File: src/rtl/rv32_pkg.sv
// Shared RV32 front-end definitions: opcode encodings, NOP word, fetch states
// and the decoded-instruction layout.
package rv32_pkg;

    localparam int unsigned XLEN = 32;

    localparam logic [6:0] OPC_LUI    = 7'b0110111;
    localparam logic [6:0] OPC_AUIPC  = 7'b0010111;
    localparam logic [6:0] OPC_JAL    = 7'b1101111;
    localparam logic [6:0] OPC_JALR   = 7'b1100111;
    localparam logic [6:0] OPC_BRANCH = 7'b1100011;
    localparam logic [6:0] OPC_LOAD   = 7'b0000011;
    localparam logic [6:0] OPC_STORE  = 7'b0100011;
    localparam logic [6:0] OPC_OP_IMM = 7'b0010011;
    localparam logic [6:0] OPC_OP     = 7'b0110011;

    // ADDI x0,x0,0
    localparam logic [XLEN-1:0] RV32_NOP = 32'h0000_0013;

    typedef enum logic [1:0] {
        ST_IDLE,
        ST_REQ,
        ST_WAIT,
        ST_HOLD
    } fetch_state_e;

    // Field order matches the bit layout of an R-type word, MSB first
    typedef struct packed {
        logic [6:0] funct7;
        logic [4:0] rs2;
        logic [4:0] rs1;
        logic [2:0] funct3;
        logic [4:0] rd;
        logic [6:0] opcode;
    } dec_insn_t;

    function automatic logic is_rv32i_opcode(input logic [6:0] op);
        case (op)
            OPC_LUI, OPC_AUIPC, OPC_JAL, OPC_JALR, OPC_BRANCH,
            OPC_LOAD, OPC_STORE, OPC_OP_IMM, OPC_OP: return 1'b1;
            default:                                 return 1'b0;
        endcase
    endfunction

endpackage

File: src/rtl/rv32_imm_gen.sv
// Combinational RV32I immediate generator: all five sign-extended immediate
// formats from one instruction word, independent of opcode.
module rv32_imm_gen
    import rv32_pkg::*;
(
    input  logic [XLEN-1:0] insn,
    output logic [XLEN-1:0] imm_i,
    output logic [XLEN-1:0] imm_s,
    output logic [XLEN-1:0] imm_b,
    output logic [XLEN-1:0] imm_u,
    output logic [XLEN-1:0] imm_j
);

    // Opcode bits never contribute to an immediate
    logic [6:0] unused_opcode;
    assign unused_opcode = insn[6:0];

    assign imm_i = {{20{insn[31]}}, insn[31:20]};
    assign imm_s = {{20{insn[31]}}, insn[31:25], insn[11:7]};
    assign imm_b = {{19{insn[31]}}, insn[31], insn[7], insn[30:25], insn[11:8], 1'b0};
    assign imm_u = {insn[31:12], 12'b0};
    assign imm_j = {{11{insn[31]}}, insn[31], insn[19:12], insn[20], insn[30:21], 1'b0};

endmodule

File: src/rtl/fetch_decode.sv
// Instruction fetch + field decode with valid/ready output, fetch timeout and
// misaligned-PC handling. Optional opcode legality check: ILLEGAL_INSN_CHECK_EN.
module fetch_decode
    import rv32_pkg::*;
#(
    parameter int unsigned     TIMEOUT_CYCLES = 16,
    parameter logic [XLEN-1:0] NOP_INSN       = RV32_NOP
) (
    input  logic            clk,
    input  logic            rst_n,
    input  logic [XLEN-1:0] pc_in,
    input  logic            pc_valid,
    output logic            imem_req,
    output logic [XLEN-1:0] imem_addr,
    input  logic [XLEN-1:0] imem_rdata,
    input  logic            imem_rvalid,
    output logic            dec_valid,
    input  logic            dec_ready,
    output logic [6:0]      opcode,
    output logic [4:0]      rd,
    output logic [2:0]      funct3,
    output logic [4:0]      rs1,
    output logic [4:0]      rs2,
    output logic [6:0]      funct7,
    output logic [XLEN-1:0] imm_i_type,
    output logic [XLEN-1:0] imm_s_type,
    output logic [XLEN-1:0] imm_b_type,
    output logic [XLEN-1:0] imm_u_type,
    output logic [XLEN-1:0] imm_j_type,
    output logic            fetch_err,
    output logic            misaligned,
    output logic            illegal
);

    localparam int unsigned CNT_W = $clog2(TIMEOUT_CYCLES + 1);

    fetch_state_e    state_q, state_d;
    logic [XLEN-1:0] insn_q, insn_d;
    logic [XLEN-1:0] addr_d;
    logic [CNT_W-1:0] cnt_q, cnt_d;
    logic            req_d, valid_d, err_d, mis_d, ill_d;

    logic handshake_c, launch_c, aligned_c, timeout_c, bad_opcode_c;

    assign handshake_c = dec_valid & dec_ready;
    assign aligned_c   = (pc_in[1:0] == 2'b00);
    assign timeout_c   = (cnt_q == CNT_W'(TIMEOUT_CYCLES - 1));
    // A new PC is taken from IDLE, or straight out of HOLD as the current word leaves
    assign launch_c    = pc_valid & ((state_q == ST_IDLE) | ((state_q == ST_HOLD) & handshake_c));

`ifdef ILLEGAL_INSN_CHECK_EN
    assign bad_opcode_c = ~is_rv32i_opcode(imem_rdata[6:0]);
`else
    assign bad_opcode_c = 1'b0;
`endif

    // State register
    always_ff @(posedge clk) begin
        if (!rst_n) begin
            state_q <= ST_IDLE;
        end else begin
            state_q <= state_d;
        end
    end

    // Next-state logic
    always_comb begin
        state_d = state_q;
        case (state_q)
            ST_IDLE: if (launch_c) state_d = aligned_c ? ST_REQ : ST_HOLD;
            ST_REQ:  state_d = ST_WAIT;
            ST_WAIT: if (imem_rvalid || timeout_c) state_d = ST_HOLD;
            ST_HOLD: begin
                if (launch_c) begin
                    state_d = aligned_c ? ST_REQ : ST_HOLD;
                end else if (handshake_c) begin
                    state_d = ST_IDLE;
                end
            end
            default: state_d = ST_IDLE;
        endcase
    end

    // Output / datapath next values, registered below
    always_comb begin
        insn_d  = insn_q;
        addr_d  = imem_addr;
        cnt_d   = cnt_q;
        err_d   = fetch_err;
        mis_d   = misaligned;
        ill_d   = illegal;
        req_d   = (state_d == ST_REQ);
        valid_d = (state_d == ST_HOLD);

        if (launch_c) begin
            if (aligned_c) begin
                addr_d = pc_in;
            end else begin
                insn_d = NOP_INSN;
                err_d  = 1'b0;
                mis_d  = 1'b1;
                ill_d  = 1'b0;
            end
        end

        if (state_q == ST_REQ) begin
            cnt_d = '0;
        end

        // rvalid takes priority over a timeout landing in the same cycle
        if (state_q == ST_WAIT) begin
            if (imem_rvalid) begin
                insn_d = bad_opcode_c ? NOP_INSN : imem_rdata;
                err_d  = 1'b0;
                mis_d  = 1'b0;
                ill_d  = bad_opcode_c;
            end else begin
                cnt_d = cnt_q + CNT_W'(1);
                if (timeout_c) begin
                    insn_d = NOP_INSN;
                    err_d  = 1'b1;
                    mis_d  = 1'b0;
                    ill_d  = 1'b0;
                end
            end
        end
    end

    // Registered outputs and datapath
    always_ff @(posedge clk) begin
        if (!rst_n) begin
            insn_q     <= NOP_INSN;
            imem_addr  <= '0;
            cnt_q      <= '0;
            imem_req   <= 1'b0;
            dec_valid  <= 1'b0;
            fetch_err  <= 1'b0;
            misaligned <= 1'b0;
            illegal    <= 1'b0;
        end else begin
            insn_q     <= insn_d;
            imem_addr  <= addr_d;
            cnt_q      <= cnt_d;
            imem_req   <= req_d;
            dec_valid  <= valid_d;
            fetch_err  <= err_d;
            misaligned <= mis_d;
            illegal    <= ill_d;
        end
    end

    dec_insn_t fields_c;
    assign fields_c = dec_insn_t'(insn_q);
    assign opcode   = fields_c.opcode;
    assign rd       = fields_c.rd;
    assign funct3   = fields_c.funct3;
    assign rs1      = fields_c.rs1;
    assign rs2      = fields_c.rs2;
    assign funct7   = fields_c.funct7;

    rv32_imm_gen u_imm_gen (
        .insn  (insn_q),
        .imm_i (imm_i_type),
        .imm_s (imm_s_type),
        .imm_b (imm_b_type),
        .imm_u (imm_u_type),
        .imm_j (imm_j_type)
    );

endmodule

File: config.mk
export PLATFORM = sky130hd
export DESIGN_NAME = fetch_decode
export DESIGN_NICKNAME = d
export VERILOG_FILES = /design/src/rtl/rv32_pkg.sv /design/src/rtl/rv32_imm_gen.sv /design/src/rtl/fetch_decode.sv
export SDC_FILE = /design/constraint.sdc
export NUM_CORES = 1
export LEC_CHECK = 0
export ABC_AREA = 0
export BUFFER_PORTS_ARGS = -buffer_cell sky130_fd_sc_hd__buf_2
export CAP_MARGIN = 25
export CORE_MARGIN = 5
export CORE_UTILIZATION = 37
export CTS_BUF_LIST = sky130_fd_sc_hd__clkbuf_16
export DETAILED_ROUTE_END_ITERATION = 12
export PLACE_DENSITY = 0.78
export REMOVE_ABC_BUFFERS = 1
export SYNTH_ARGS = -nofsm -noshare
export SYNTH_HDL_FRONTEND = slang
export SYNTH_SLANG_ARGS = --single-unit
File: constraint.sdc
create_clock -name clk -period 2.1 [get_ports clk]
set_input_delay 0.21 -clock clk [delete_from_list [all_inputs] [get_ports clk]]
set_output_delay 0.21 -clock clk [all_outputs]
set_load 0.02 [all_outputs]
==> results of run 1 <==
stage by stage:
stage                     hold WS (ns)  area [µm²]  worst slack [ns]  TNS [ns]
final                           0.0912        4960             0.139         0
after global routing            0.0803        4960            0.0512         0
after CTS                       0.0749        4960             0.149         0
after detailed placement         0.423        4600             0.167         0
after global placement           0.421        4600             0.199         0
after floorplan                  0.336        2890             -8.95   -666.70
cell usage after synthesis:
library cell,instances
nand4b_1,2
buf_6,3
nand2b_1,3
nor2b_1,4
a32o_1,29
buf_4,161
ha_1,2
buf_2,4
and3_1,2
a21oi_1,9
mux2i_1,30
o21ai_1,1
nand4_1,1
or2_2,1
nand3b_1,1
nor4bb_1,1
o22ai_1,1
a2111oi_4,1
and4_1,1
and3b_1,1
a31o_2,2
o21ai_0,8
nand3_1,2
nor3b_1,4
clkinv_1,2
a31oi_1,3
dfxtp_1,76
clkbuf_1,15
o311ai_0,1
a31oi_2,1
inv_1,6
nand2_1,66
or2_4,1
o2111a_1,1
nor3_1,3
nor2_1,5
o21a_1,3
conb_1,1
power breakdown:
group / switching (mW) / leakage, nW / internal [mW]
combinational: 0.477 / 1.93 / 0.250
sequential: 0.0590 / 0.617 / 1.50
clock: 0.590 / 0.177 / 1.28
total: 1.13 / 2.73 / 3.03
per-layer routing:
metal | global-route usage, % | wire, µm | up-vias
met5 | 0 | 0 | -
met4 | 4.72 | 187 | 0
li1 | - | - | 1636
met1 | 18.0 | 4180 | 1475
met3 | 5.27 | 1180 | 11
met2 | 23.1 | 5260 | 152
area by class of cell:
cell class	count	area, µm²	area share, %
Multi-Input combinational cell	204	1350	27.2
Inverter	8	30.0	0.605
Clock buffer	9	225	4.54
Tap cell	140	175	3.53
Clock inverter	7	138	2.77
Sequential cell	76	1520	30.7
Timing Repair Buffer	292	1520	30.7
flip-flops by register name, summed over array words and instances (netlist names):
name	cells
fetch_err	1
illegal	1
dec_valid	1
state_q	2
imem_addr	32
fields_c	32
imem_req	1
cnt_q	5
misaligned	1
worst max-delay path: stages, from the launching register on:
cell and delay (ns):
dfxtp_1 0.34, ha_1 0.23, and3_1 0.19, ha_1 0.19
or2_2 0.32, a31oi_4 0.22, buf_12 0.21, a32o_1 0.18
cell families after synthesis:
family / Yosys count / share of synthesized area (%)
buf+inv: 191 / 32.5
fa+ha+maj: 2 / 0.602
flops: 76 / 36.6
simple gates: 98 / 10.9
other cells: 1 / 0.0902
compound gates: 60 / 12.2
mux: 30 / 7.22
how the worst max path moves through the flow:
| stage | startpoint | cells after the start | end |
|---|---|---|---|
| floorplan | fields_c[31] | 1 | fields_c[31] |
| detailed placement | cnt_q[0] | 7 | fields_c[18] |
| global placement | cnt_q[0] | 7 | fields_c[31] |
| CTS | cnt_q[0] | 7 | fields_c[22] |
| finish | cnt_q[0] | 7 | fields_c[22] |
| global route | cnt_q[0] | 7 | fields_c[6] |
==> impl_metrics.tcl, run 1 <==
set metrics [dict create \
    numPortBuffers 283 \
    synth_cells 458 \
    dr_total_vias 3274 \
    clock-sinks 76 \
    ys_warn_count 0 \
    crit_arrival_ns 2.23 \
    cp_max_fo 33 \
    clock_latency_ns 0.33 \
    start_util_pct 38.0 \
    rows 38 \
    antenna_cells 0 \
    min_to "fields_c[11]" \
    fmax_mhz 510 \
    antenna_found_initial 0 \
    netlist-cell-type-count 38 \
    avgSynthCellArea_um2 9.08 \
    synth-seq-area-share_pct 36.6 \
    route.detailed.drc 0 \
    layout-drive-gt1-share_pct 53.0 \
    total_power_mw 4.15 \
    die_area_um2 13500 \
    min_period_over_period_pct 93.4 \
    ant_nets 0 \
    die_w_um 116 \
    regToRegStartpoint "cnt_q[0]" \
    rsz0062_at_grt "false" \
    startpoint_type "register" \
    grt_first_pass_wirelength_mm 15.3 \
    report.final.slew_viol_count 0 \
    slew_headroom_pct 59.7 \
    hpwl_mm 8.44 \
    io_pins 298 \
    endpoint_kind "register" \
    clk_pin_slew_ns 0.06 \
    wl_per_cell_um 14.7 \
    worstMarginPinSlew_ns 0.604 \
    min_path_type "in -> reg" \
    ff2ff_setup_slack_ns 0.14 \
    crit_type "reg -> reg" \
    clk_path_buf_depth 2 \
    final_util_pct 45.4 \
    first_iter_violations 212 \
    grt_pass1_vias 2866 \
    reg2reg_depth 7 \
    vdd_drop_max_v 0.000536 \
    hp-start "imem_rdata[11]" \
    drt_pass1_iterations 4 \
    postCtsSetupRepairBufs 0 \
    layout_commonest_cell "buf_2" \
    grt_max_degree 66 \
    layout_common_cells "buf_2 (283), dfxtp_1 (75), nand2_1 (66), mux2i_1 (30), a32o_1 (29)" \
    powerDensity_nw_per_um2 837 \
    synth_top_area_share_pct 36.6 \
    die_y_um 116 \
    final-setup-viol-count 0 \
    num-fill-cells 1072 \
    vias_per_cell 4.45 \
    cts_resized 0 \
    yosys.area.top_type "dfxtp_1" \
    power_leakage_nw 2.73 \
    cts_tree "built" \
    ys_ff_latch 76 \
    hold_viol 0 \
    instances_no_fill 736 \
    clock_skew_ns 0.00505 \
    fin_nets 662 \
    track_usage_pct 14.4 \
    grt_overflow_total 0 \
    routed_wl_mm 10.8 \
    core_um2 10900 \
    cts_max_level 3 \
    holdPathStages 2 \
    hold_buffers 0 \
    ctsRootBufferMaster "clkbuf_16" \
    maxCapViolations 0 \
    r2r_end "fields_c[22]" \
    cts_buffers 9 \
    crit_required_ns 2.37 \
    status "completed" \
    period_needed_ns 1.96 \
    place_inst 720 \
    area.growth.synth_to_final_pct 19.4 \
    synthTopCellsByArea "dfxtp_1 (37%), buf_4 (29%), mux2i_1 (7.2%), a32o_1 (7.0%), nand2_1 (6.0%)" \
    synth_area_um2 4160 \
    place_congestion 0.791 \
]
Power figures use the tool's default switching activity.
==> run 2, diff against run 1 <==
PLACE_DENSITY = 0.77   (was 0.78)
==> run 2 against run 1 <==
Compared with the run above: fmax is 0.86% higher; critical path depth did not move; clock skew is essentially flat; register-to-register slack improved by 0.02 ns; hold slack worse by 0.00088 ns; via count increased by 0.27%; critical endpoint is now fields_c[11]; largest power group unchanged.
==> impl_metrics.tcl, run 2 (synthesis results as in run 1) <==
set metrics [dict create \
    slowest_delay_ns 0.34 \
    final_util_pct 44.7 \
    hpwl_mm 8.36 \
    route.detailed.drc 0 \
    cts_max_level 3 \
    antenna_cells 0 \
    drt_pass1_iterations 4 \
    rows 38 \
    slowest_stage "dfxtp_1" \
    grt_first_pass_wirelength_mm 14.7 \
    cp_max_fo 34 \
    power_leakage_nw 2.69 \
    maxCapViolations 0 \
    rsz0062_at_grt "false" \
    instances_no_fill 734 \
    track_usage_pct 14.0 \
    min_period_over_period_pct 92.6 \
    worstMarginPinSlew_ns 0.577 \
    num-fill-cells 1040 \
    crit_arrival_ns 2.21 \
    antenna_found_initial 0 \
    grt_overflow_total 0 \
    slew_headroom_pct 61.5 \
    register_area_um2 1520 \
    clock-sinks 76 \
    status "completed" \
    vdd_drop_max_v 0.000344 \
    fmax_mhz 514 \
    routed_wl_mm 10.9 \
    endpoint_kind "register" \
    startpoint_type "register" \
    crit_required_ns 2.37 \
    cts_buffers 9 \
    clk_pin_slew_ns 0.06 \
    die_y_um 116 \
    final-setup-viol-count 0 \
    place_inst 718 \
    wl_per_cell_um 14.8 \
    fin_nets 660 \
    first_iter_violations 197 \
    cp_common_cell "ha_1" \
    powerDensity_nw_per_um2 791 \
    numPortBuffers 283 \
    cts_resized 0 \
    hold_buffers 0 \
    io_pins 298 \
    hold_viol 0 \
    layout-drive-gt1-share_pct 52.4 \
    vias_per_cell 4.47 \
    min_path_type "in -> reg" \
    core_um2 10900 \
    path_cells "ha_1 -> and3_1 -> ha_1 -> or2_2 -> a31oi_4 -> buf_12 -> a32o_1" \
    report.final.slew_viol_count 0 \
    total_power_mw 3.87 \
    layout_common_cells "buf_2 (283), dfxtp_1 (76), nand2_1 (66), mux2i_1 (30), a32o_1 (29)" \
    ant_nets 0 \
    period_needed_ns 1.94 \
    place_congestion 0.799 \
    cts_tree "built" \
    postCtsSetupRepairBufs 0 \
    die_w_um 116 \
    multi_input_area_um2 1350 \
    start_util_pct 38.0 \
    dr_total_vias 3283 \
    clk_path_buf_depth 2 \
    ctsRootBufferMaster "clkbuf_16" \
    clock_latency_ns 0.33 \
    layout_commonest_cell "buf_2" \
    die_area_um2 13500 \
    area.growth.synth_to_final_pct 17.6 \
    crit_type "reg -> reg" \
    grt_max_degree 61 \
    grt_pass1_vias 2768 \
    clock_skew_ns 0.00530 \
]
## run 2: changes by cell type in the layout (fill, tap and decap cells not counted)
cell and change:
bufinv_16 -2, clkinv_1 +2, dfxtp_2 -1, dfxtp_1 +1
buf_4 -2, inv_6 -1, clkinv_2 +1
## run 2: routing by layer
metal | share of wire, % | vias up | global-route usage [%] | routed length (µm)
li1 | - | 1637 | - | -
met1 | 39 | 1482 | 17.8 | 4230
met2 | 47 | 152 | 20.9 | 5110
met3 | 13 | 12 | 6.58 | 1420
met4 | 1.1 | 0 | 5.10 | 115
met5 | 0 | - | 0 | 0
## run 2: final timing paths
path	from	end	slack (ns)	cells past startpoint
worst max register to register	cnt_q[0]	fields_c[11]	0.16	7
worst min register to register	imem_addr[24]	imem_addr[24]	0.45	2
worst max-delay path	cnt_q[0]	fields_c[11]	0.16	7
worst min-delay path	imem_rdata[26]	fields_c[26]	0.09	2
## run 2: cell type report
class                      instances  share of cell area (%)
timing repair buffer             290                    30.8
clock inverter                     7                    1.66
tap                              140                    3.58
sequential                        76                    31.1
inverter                           8                   0.614
multi-input combinational        204                    27.6
clock buffer                       9                    4.61
## run 2: per-stage QoR
stage                     TNS (ns)  hold slack, ns  instance area (µm²)  setup WS, ns
after global routing             0          0.0776                 4890        0.0589
final                            0          0.0903                 4890         0.156
after floorplan            -666.70           0.336                 2890         -8.95
after global placement           0           0.420                 4580         0.206
after detailed placement         0           0.423                 4580         0.180
after CTS                        0          0.0751                 4890         0.142
## run 2: worst max-delay path: cells and delay by family (launching register included)
kind / cells / cell delay, ns
AND/OR/NAND/NOR: 2 / 0.51
adder cells (fa/ha/maj): 2 / 0.42
AO/OA/AOI/OAI: 2 / 0.38
flip-flops: 1 / 0.34
buffers and inverters: 1 / 0.21
## run 2: power by group
group / switching (mW) / leakage [nW] / total (mW) / internal, mW
logic: 0.472 / 1.92 / 0.718 / 0.246
registers: 0.0627 / 0.617 / 1.56 / 1.50
clock network: 0.565 / 0.152 / 1.59 / 1.02
